## src/rtl/grostl_pkg.sv

```systemverilog
// grostl_pkg: shared constants, FSM state type and inverse affine helper for the inverse S-box
package grostl_pkg;
   localparam logic [8:0] GF_POLY      = 9'h11B;
   localparam logic [7:0] INV_AFFINE_C = 8'h05;
   localparam logic [7:0] INV_EXP      = 8'hFE;
   typedef enum logic [1:0] {IDLE, CALC, DONE} inv_sbox_state_t;
   function automatic logic [7:0] inv_affine(input logic [7:0] y);
      return {y[6:0], y[7]} ^ {y[4:0], y[7:5]} ^ {y[1:0], y[7:2]} ^ INV_AFFINE_C;
   endfunction
endpackage

```

## src/rtl/grostl_gf256_mul.sv

```systemverilog
// grostl_gf256_mul: combinational GF(2^8) multiplier, reduction polynomial 0x11B
module grostl_gf256_mul
   import grostl_pkg::*;
(
   input  logic [7:0] a,
   input  logic [7:0] b,
   output logic [7:0] p
);
   logic [7:0] acc, sh;
   always_comb begin
      acc = '0;
      sh  = a;
      for (int i = 0; i < 8; i++) begin
         acc = acc ^ (b[i] ? sh : 8'h00);
         sh  = {sh[6:0], 1'b0} ^ (sh[7] ? GF_POLY[7:0] : 8'h00);
      end
      p = acc;
   end
endmodule

```

## src/rtl/grostl_inv_sbox_seq.sv

```systemverilog
// grostl_inv_sbox_seq: multi-cycle inverse S-box, inverse affine then x^254 by square-and-multiply
module grostl_inv_sbox_seq
   import grostl_pkg::*;
#(
   parameter int STEPS_PER_CYCLE = 1
)
(
   input  logic       clk,
   input  logic       reset,
   input  logic       in_valid,
   output logic       in_ready,
   input  logic [7:0] in_data,
   output logic       out_valid,
   input  logic       out_ready,
   output logic [7:0] out_data
);
   localparam int S = STEPS_PER_CYCLE;
   if (!(S == 1 || S == 2 || S == 4 || S == 8)) begin : g_bad_steps
      $error("STEPS_PER_CYCLE must be 1, 2, 4 or 8");
   end
   inv_sbox_state_t state, state_nxt;
   logic [3:0] cnt, cnt_nxt;
   logic [7:0] a, r;
   logic [7:0] rc [0:S];
   assign rc[0] = r;
   // exponent is scanned MSB first; step k of this cycle handles bit 7-(cnt+k)
   for (genvar k = 0; k < S; k++) begin : g_step
      logic [2:0] pos;
      logic [7:0] sq, pm;
      assign pos = 3'd7 - cnt[2:0] - 3'(k);
      grostl_gf256_mul u_sq  (.a(rc[k]), .b(rc[k]), .p(sq));
      grostl_gf256_mul u_mul (.a(sq),    .b(a),     .p(pm));
      assign rc[k+1] = INV_EXP[pos] ? pm : sq;
   end
   assign cnt_nxt = (cnt >= 4'd8 - 4'(S)) ? 4'd8 : cnt + 4'(S);
   always_ff @(posedge clk) begin
      state <= reset ? IDLE : state_nxt;
   end
   always_comb begin
      state_nxt = state;
      case (state)
         IDLE:    state_nxt = in_valid ? CALC : IDLE;
         CALC:    state_nxt = (cnt_nxt == 4'd8) ? DONE : CALC;
         DONE:    state_nxt = out_ready ? IDLE : DONE;
         default: state_nxt = IDLE;
      endcase
   end
   always_comb begin
      in_ready  = state == IDLE;
      out_valid = state == DONE;
   end
   always_ff @(posedge clk) begin
      if (reset) begin
         a        <= 8'h00;
         r        <= 8'h01;
         cnt      <= 4'd0;
         out_data <= 8'h00;
      end else if (state == IDLE && in_valid) begin
         a   <= inv_affine(in_data);
         r   <= 8'h01;
         cnt <= 4'd0;
      end else if (state == CALC) begin
         r   <= rc[S];
         cnt <= cnt_nxt;
         if (cnt_nxt == 4'd8) out_data <= rc[S];
      end
   end
endmodule

```

## config.mk

```make
export PLATFORM = sky130hd
export DESIGN_NAME = grostl_inv_sbox_seq
export DESIGN_NICKNAME = d
export VERILOG_FILES = /design/src/rtl/grostl_pkg.sv /design/src/rtl/grostl_gf256_mul.sv /design/src/rtl/grostl_inv_sbox_seq.sv
export SDC_FILE = /design/constraint.sdc
export NUM_CORES = 1
export LEC_CHECK = 0
export CAP_MARGIN = 20
export CORE_ASPECT_RATIO = 1.5
export CORE_MARGIN = 1.5
export CORE_UTILIZATION = 30
export CTS_BUF_LIST = sky130_fd_sc_hd__clkbuf_8
export DETAILED_ROUTE_END_ITERATION = 10
export DONT_BUFFER_PORTS = 1
export PLACE_DENSITY_LB_ADDON = 0.12
export SYNTH_ARGS = -nofsm -noshare
export SYNTH_HDL_FRONTEND = slang
export SYNTH_SLANG_ARGS = --single-unit
```

## constraint.sdc

```tcl
create_clock -name clk -period 3.9 [get_ports clk]
set_clock_uncertainty 0.15 [all_clocks]
set_input_delay 0.975 -clock clk [delete_from_list [all_inputs] [get_ports clk]]
set_output_delay 0.975 -clock clk [all_outputs]
set_load 0.1 [all_outputs]
```

After elaboration in Yosys (flattened, before gate mapping)
Memory sizes are Yosys's and may differ from the RTL's.
Cells that the tools add are included.

storage, ports and cells
  bits in read-only memories = 8
  output and inout bits = 10
  memories kept = 1
  bits in registers = 30

memory list
  memory           depth  width  rd ports  clocked after memory_dff  wr ports  RTL line                   RTL
  (no name shown)  8      1      1         0                         0         grostl_inv_sbox_seq.sv:33  assign rc[k+1] = INV_EXP[pos] ? pm : sq;

operators by class
  add/subtract/negate cells = 2
  reduce and logical (&&, ||, !) cells = 4
  order comparisons = 2
  equal/unequal tests = 3
  multiplexer cells = 37
  bitwise logic cells = 32

operators by type and width
  kind                                                                number
  bitwise XOR 8 bit                                                   30
  two-way mux 8 bit                                                   17
  two-way mux 5 bit                                                   14
  case mux 2 bit (3 select lines)                                     1
  adder 4 x 1 -> 4 bit (second input constant)                        1
  == test 4 bit (second input constant)                               1
  greater-or-equal comparator 4 x 3 -> 1 bit (second input constant)  1
  less-than comparator 3 x 4 -> 1 bit (second input constant)         1
  two-way mux 2 bit                                                   2
  two-way mux 4 bit                                                   1
  AND reduction 3 bit                                                 1
  subtractor 3 bit (first input constant)                             1
  == test 2 x 1 -> 1 bit (second input constant)                      1
  == test 2 bit (second input constant)                               1
  zero test 2 bit                                                     1
  two-way mux 1 bit                                                   2
  NOT 2 bit                                                           1
  OR reduction 2 bit                                                  1
  logical AND 1 bit                                                   1
  NOT 1 bit                                                           1

Depth between registers and ports, before layout
Gate-level depths: netlist of run 1.

  word-level depth = 33
  depth in mapped cells = 16

Modules after synthesis
A second synthesis of run 1 with hierarchy kept.

unflattened totals
  cell total of the unflattened synthesis = 500
  area, all modules = 4010.1 µm²

modules (own cells, without submodules)
  module               instances  cells each  area each (µm²)
  grostl_gf256_mul     2          180         1316.3
  grostl_inv_sbox_seq  1          140         1377.6

Worst setup path after synthesis of run 1
No wires, ideal clock.

  path type = flip-flop to flip-flop
  start point = register r[2]
  end point = register r[3]
  stages on the path, launching flop included = 16
  library setup time = 0.136 ns
  slack = -0.437 ns
  buffers on the path = 2
  data arrival time = 4.051 ns
  cells stage by stage = dfxtp_1 -> buf_1 -> xnor2_1 -> ha_1 -> buf_6 -> xnor2_1 -> nor2_2 -> xnor3_2 -> xnor2_4 -> xnor3_2 -> xnor3_2 -> nand2_1 -> xnor3_2 -> or4b_1 -> nand3b_1 -> o32ai_1

on the way
  cells in the longest elaborated chain, start to end = 22
  elaborated cells on any way between the ends = 53
  those cells by class = mux (25); bitwise (28)

RTL lines
  item                             RTL line                   RTL
  start: declaration               grostl_inv_sbox_seq.sv:23  logic [7:0] a, r;
  start signal: assignment         grostl_inv_sbox_seq.sv:63  r <= rc[S];
  bitwise XOR 8 bit (5 in series)  grostl_gf256_mul.sv:15     sh = {sh[6:0], 1'b0} ^ (sh[7] ? GF_POLY[7:0] : 8'h00);
  two-way mux 5 bit                grostl_gf256_mul.sv:15
  bitwise XOR 8 bit (2 in series)  grostl_gf256_mul.sv:15
  two-way mux 8 bit                grostl_gf256_mul.sv:14     acc = acc ^ (b[i] ? sh : 8'h00);
  bitwise XOR 8 bit *              grostl_gf256_mul.sv:14
  bitwise XOR 8 bit (2 in series)  grostl_gf256_mul.sv:15
  two-way mux 5 bit                grostl_gf256_mul.sv:15
  bitwise XOR 8 bit (4 in series)  grostl_gf256_mul.sv:15
  two-way mux 5 bit                grostl_gf256_mul.sv:15
  bitwise XOR 8 bit                grostl_gf256_mul.sv:15
  two-way mux 8 bit                grostl_gf256_mul.sv:14
  bitwise XOR 8 bit                grostl_gf256_mul.sv:14
  two-way mux 8 bit *              grostl_inv_sbox_seq.sv:33

Every way passes the cells marked *; elsewhere a longest branch is shown, timed or not.
A chain may end at the register's enable or synchronous reset.

Worst setup path after layout of run 1
  start point = register r[6]
  end point = register r[1]

on the way
  cells in the longest elaborated chain, start to end = 23
  elaborated cells on any way between the ends = 55
  those cells by class = mux (27); bitwise (28)

RTL lines
  item                             RTL line
  bitwise XOR 8 bit                grostl_gf256_mul.sv:15
  two-way mux 5 bit                grostl_gf256_mul.sv:15
  bitwise XOR 8 bit (4 in series)  grostl_gf256_mul.sv:15
  two-way mux 5 bit                grostl_gf256_mul.sv:15
  bitwise XOR 8 bit (2 in series)  grostl_gf256_mul.sv:15
  two-way mux 8 bit                grostl_gf256_mul.sv:14
  bitwise XOR 8 bit *              grostl_gf256_mul.sv:14
  bitwise XOR 8 bit (2 in series)  grostl_gf256_mul.sv:15
  two-way mux 5 bit                grostl_gf256_mul.sv:15
  bitwise XOR 8 bit (4 in series)  grostl_gf256_mul.sv:15
  two-way mux 5 bit                grostl_gf256_mul.sv:15
  bitwise XOR 8 bit                grostl_gf256_mul.sv:15
  two-way mux 8 bit                grostl_gf256_mul.sv:14
  bitwise XOR 8 bit                grostl_gf256_mul.sv:14
  two-way mux 8 bit *              grostl_inv_sbox_seq.sv:33

Marks and branches as above.

==> metrics, run 1 <==
outcome=finished, violations left; failing checks=setup timing; top cells by area, synth=dfxtp_1 15%, xnor2_1 15%, xnor3_1 12%; die extent in x=95.84 um; Worst-Skew Late Latency=0.29 ns; Post-synth top cells=87 x nand2_1, 65 x xnor2_1, 38 x nor2_1; GPL Wtd Cong=0.8113; Worst Hold Class=reg2reg; RSZ-0062 raised after global routing=true; P&R area growth vs syn=46.90%; worst slew pin tran=1.084 ns; Worst slew margin=27.41%; residual DRC count=0; Hold Slack=0.3230 ns; # diodes=0; global-route wire length before repair=19.67 mm; crit path DAT=4.10 ns; nets@finish=581; Async SR Flop Fraction=0%; slack of the critical path=-0.1475 ns; synthesized net count=499; worst vdd ir=0.3031 mV; total leakage power=2.430 nW; Syn. warnings=0; final count of hold timing violations=0; part of the cycle the worst path needs=103.8%; Routed WL per cell=17.32 um; reg2reg setup slack=-0.15 ns; global route overflow=0; largest net degree at the start of global routing=21; Pins Over Slew Limit=0; cts bufs inserted=5; Die ar.=13,630 sq um; end of the worst hold path=cnt[3]; antenna-violating nets left=0; clk root buf=clkbuf_8; R2R Path End=r[1]; sequential area share after synthesis=15.48%; Max Cap Violations=0; Post-synth EDFFs=0; Post-Syn Area=3879 sq um; ys flop type=dfxtp_1; clk buf depth=2; layout cells sized above 1=39.78%; Setup CP Type=reg2reg; routed vias/inst=4.926; clk slew on worst S/H paths=0.07 ns; via count=3,517; iteration count of the initial detailed-routing pass=4; Yosys reg bits=30; Tmin final=4.048 ns; Setup TNS=-1.424 ns; worst-path maximum fanout=7; # IOs=22; Total GRT Usage=19.20%; CTS tree=built; top cell type's share of synthesized area=15.48%; Distinct cells, synth=57; power per cell area=375.5 nW/um^2; Initial Utilization=30.85%; vias in the first global route=3,713; Port Buffers=0; H-Tree Depth=2; critical path's most frequent cell=buf_4; initial antenna violation count=0; Row Count=50; crit-path cells=ha_4 > inv_4 > ha_4 > nor2b_1 > xnor3_1 > xnor3_2 > buf_6 > buf_6 > xor3_2 > buf_12 > xnor2_2 > buf_4 > buf_4 > buf_4 > nor2_1 > nor2_2 > or3_1 > a31oi_1; core area=12,570 sq um; dominant cell by count in the synthesized netlist=nand2_1; cell count after synthesis=475; Hold Crit Start=cnt[3]; count of final setup violators=16; Hold Path Cell Cnt=2; critical path's slowest cell=xnor3_2; r2r worst-path depth=18; # fillers=1,254; overall die height=142.3 um; critical path required time=3.95 ns; syn avg cell area=8.166 sq um; Worst setup SP type=register; Final HPWL DP=9.376 mm; starting DRC count in detailed routing=87; r2r startpoint=r[6]; Worst setup EP type=register; post-synth top area cell=dfxtp_1; # clock sinks=30; total power=2.140 mW; max incr delay on CP=0.43 ns; fmax=247.1 MHz; Routed WL=12.36 mm
[state kept, by name, indices dropped and copies added, names as in the netlist]
| signal | count |
|---|---|
| a | 8 |
| out_data | 8 |
| r | 8 |
| cnt | 4 |
| state | 2 |
[worst max-delay path, delay by kind of cell, from the launching register on]
kind / cells / cell delay (ns)
DFF: 1 / 0.37
xor gates and xnor gates: 4 / 1.22
AOI/OAI and AO/OA: 1 / 0.17
adders and majority gates: 2 / 0.51
buffers and inverters: 7 / 0.84
and+or+nand+nor: 4 / 0.69
[repair_timing]
item | CTS | global route
buffers inserted | 26 | 15
pin swaps | 43 | 36
setup endpoints to repair | 16 | 16
hold buffers | 0 | 0
gates resized for setup | 80 | 47
[kinds of logic after synthesis]
family	after synthesis	synth area share [%]
AND/OR/NAND/NOR	185	21.68
XOR/XNOR	119	38.13
AO/OA/AOI/OAI	74	12.71
buffers and inverters	43	4.967
flip-flops	30	15.48
multiplexers	12	3.161
adder cells (fa/ha/maj)	12	3.871
[through the flow]
step | utilization [%] | setup WS [ns] | instances | area (sq um)
after detailed placement | 36.78 | -0.7381 | 674 | 4624
after global routing | 45.31 | -0.3042 | 714 | 5698
after floorplan | - | 0.0002103 | 475 | 3974
after CTS | 42.47 | -0.1500 | 702 | 5340
final | 45.31 | -0.1475 | 714 | 5698
after global placement | 36.78 | -0.7334 | 674 | 4624
[per-layer routing]
metal  part of all wire (%)  vias up  GRT usage, %
li1                       -     1766             -
met1                     39     1682         21.28
met2                     55       51         36.69
met3                    2.2       18         1.389
met4                    3.6        0         7.353
met5                      0        -             0
[cell usage in the layout, fill, tap and decap left out, types with 3 or more instances in the layout]
master	instances
nand2_4	3
nor2_2	5
buf_4	84
inv_1	5
nand2b_1	12
mux2i_1	8
buf_6	18
xnor3_1	15
nor2_1	34
xnor3_2	10
xnor2_2	26
xor2_1	18
nand3_1	11
xor2_2	3
nand4_1	3
o22ai_1	3
nor2b_1	10
a21oi_1	20
buf_12	6
ha_1	4
xnor2_1	35
a22oi_1	4
o211ai_1	4
dfxtp_1	26
ha_4	8
o21ai_0	8
a31oi_1	4
nand2_2	4
a21oi_2	3
xnor2_4	6
nor3_1	3
clkbuf_8	6
nand2_1	79
[how the worst max path moves through the flow]
stage / from / end / slack [ns]
6_report: r[6] / r[1] / -0.15
5_1_grt: r[7] / out_data[6] / -0.30
4_1_cts: r[7] / r[5] / -0.15
3_5_place_dp: r[7] / r[6] / -0.74
3_3_place_gp: r[7] / out_data[6] / -0.73
2_1_floorplan: r[5] / r[3] / 0.0002
[power breakdown]
| part | total [mW] | internal, mW | switching (mW) |
|---|---|---|---|
| combinational | 1.38 | 0.776 | 0.604 |
| clock | 0.400 | 0.273 | 0.127 |
| sequential | 0.359 | 0.321 | 0.0379 |
| total | 2.14 | 1.37 | 0.769 |
[cell type report]
cell class	instances	area (sq um)	share of cell area [%]
Clock buffer	6	82.58	1.449
Inverter	9	43.79	0.7686
Tap cell	156	195.2	3.426
Clock inverter	2	60.06	1.054
Multi-Input combinational cell	402	3737	65.59
Timing Repair Buffer	109	968.4	17.00
Sequential cell	30	610.6	10.72
No activity file was read; power rests on OpenSTA's default activity.
==> run 2: changes to the inputs <==
Settings changed: CORE_ASPECT_RATIO 1.5 to unset.
==> metrics, run 2 (same netlist as run 1, synthesis figures left out) <==
RSZ-0062 raised after global routing=true; Worst-Skew Late Latency=0.29 ns; failing checks=setup timing; Crit. Startpoint=r[7]; Worst setup SP type=register; total power=1.909 mW; Total GRT Usage=18.36%; # diodes=0; clk buf depth=2; Final Cell Area=5555 sq um; H-Tree Depth=2; GPL Wtd Cong=0.7972; count of final setup violators=13; Routed WL per cell=16.57 um; Row Count=41; cts bufs inserted=5; global-route wire length before repair=19.10 mm; die extent in x=116.7 um; r2r startpoint=r[7]; nets@finish=580; Routed WL=12.08 mm; Psw=0.7258 mW; R2R Path End=r[3]; iteration count of the initial detailed-routing pass=4; Hold Crit Start=cnt[1]; critical path required time=3.91 ns; dpl ws=-0.4913 ns; # fillers=1,312; residual DRC count=0; CTS tree=built; total leakage power=2.333 nW; vias in the first global route=3,538; via count=3,545; antenna-violating nets left=0; Clock Power Share=13.9%; worst-path maximum fanout=6; Inst Count DP=694; P&R area growth vs syn=43.23%; Worst Hold Class=reg2reg; sequential share of power=18.8%; Max Cap Violations=0; Largest regs=a (8), out_data (8), r (8); routed vias/inst=4.863; worst vdd ir=0.2255 mV; starting DRC count in detailed routing=194; Setup CP Type=reg2reg; placed cell area=4612 sq um; combinational cell fraction of total power=67.3%; commonest non-fill, non-tap cell in the layout=buf_4; Final HPWL DP=8.832 mm; clk slew on worst S/H paths=0.07 ns; initial antenna violation count=0; crit path DAT=4.10 ns; Die ar.=13,620 sq um; core area=12,620 sq um; Port Buffers=0; # IOs=22; Worst setup EP type=register; Finished Layout Cells=729; # clock sinks=30; commonest non-fill, non-tap cells in the layout=87 x buf_4, 81 x nand2_1, 45 x xnor2_1; worst setup path endpoint=r[3]; fmax=244.8 MHz; clk root buf=clkbuf_8; Tmin final=4.084 ns; largest net degree at the start of global routing=21; worst slew pin tran=0.9994 ns; Worst slew margin=33.28%; power per cell area=343.7 nW/um^2; r2r worst-path depth=17; global route overflow=0; Pins Over Slew Limit=0; Hold Path Cell Cnt=2; Pint=1.183 mW; Setup TNS=-1.180 ns; final count of hold timing violations=0; layout cells sized above 1=37.34%; cts hold-fix bufs=0; overall die height=116.7 um; Sw Share=38.02%; outcome=finished, violations left; part of the cycle the worst path needs=104.7%; reg2reg setup slack=-0.18 ns; slack of the critical path=-0.1843 ns; Initial Utilization=30.74%
## run 2: changes by cell type in the layout (fill, tap and decap cells not counted), moves of 3 or more
cell and delta:
xnor2_1 +10, buf_4 +3, xnor2_2 -14, xnor2_4 +4, buf_6 -3
## run 2: per-layer routing
metal | track usage [%] | routed length (um) | share of wire (%) | up-vias
li1 | - | - | - | 1771
met1 | 24.98 | 5590 | 46 | 1698
met2 | 31.97 | 5991 | 50 | 64
met3 | 1.713 | 365 | 3.0 | 12
met4 | 3.373 | 134 | 1.1 | 0
met5 | 0 | 0 | 0 | -
## run 2: per-stage QoR
step	utilization [%]	hold WS (ns)
2_1_floorplan	-	0.2876
3_3_place_gp	36.55	0.3057
3_5_place_dp	36.55	0.3350
4_1_cts	42.64	0.3507
5_1_grt	44.02	0.3690
6_report	44.02	0.3444
## run 2: final cells by class
class	instances	area (sq um)	area share, %
Tap cell	172	215.2	3.874
Multi-Input combinational cell	402	3650	65.70
Clock buffer	6	82.58	1.486
Sequential cell	30	611.8	11.01
Inverter	9	38.79	0.6982
Clock inverter	2	12.51	0.2252
Timing Repair Buffer	108	944.7	17.00
## run 2: repair_timing
item                                   CTS  global route
cloned                                   1             0
setup buffers                           26             2
pin swaps                               56            14
endpoints found under the hold margin    0             0
setup endpoints to repair               16            16
resized for setup                       80            29
## run 2: power by group through the flow
stage	Clock [mW]	Combinational, mW	Sequential, mW
after global routing	0.283	1.37	0.363
after CTS	0.273	1.21	0.359
after global placement	0	1.00	0.363
after floorplan	0	0.673	0.340
after detailed placement	0	1.00	0.363
final	0.265	1.28	0.360
## run 2: worst min-delay path by stage
stage | end | slack (ns)
2_1_floorplan | cnt[3] | 0.29
3_3_place_gp | cnt[3] | 0.31
3_5_place_dp | cnt[3] | 0.34
4_1_cts | cnt[1] | 0.35
5_1_grt | cnt[3] | 0.37
6_report | cnt[1] | 0.34
## run 2: worst max-delay path, cell delays in order, from the launching register on
cell,delay (ns)
dfxtp_4,0.41
buf_6,0.11
inv_4,0.03
ha_4,0.30
inv_4,0.04
ha_4,0.28
nand2_4,0.06
xnor2_4,0.19
xnor3_2,0.40
xnor2_4,0.22
buf_6,0.12
xnor3_2,0.26
xnor3_2,0.27
nand2_2,0.06
xnor3_2,0.34
or4b_1,0.44
nand3b_1,0.16
o32ai_2,0.11
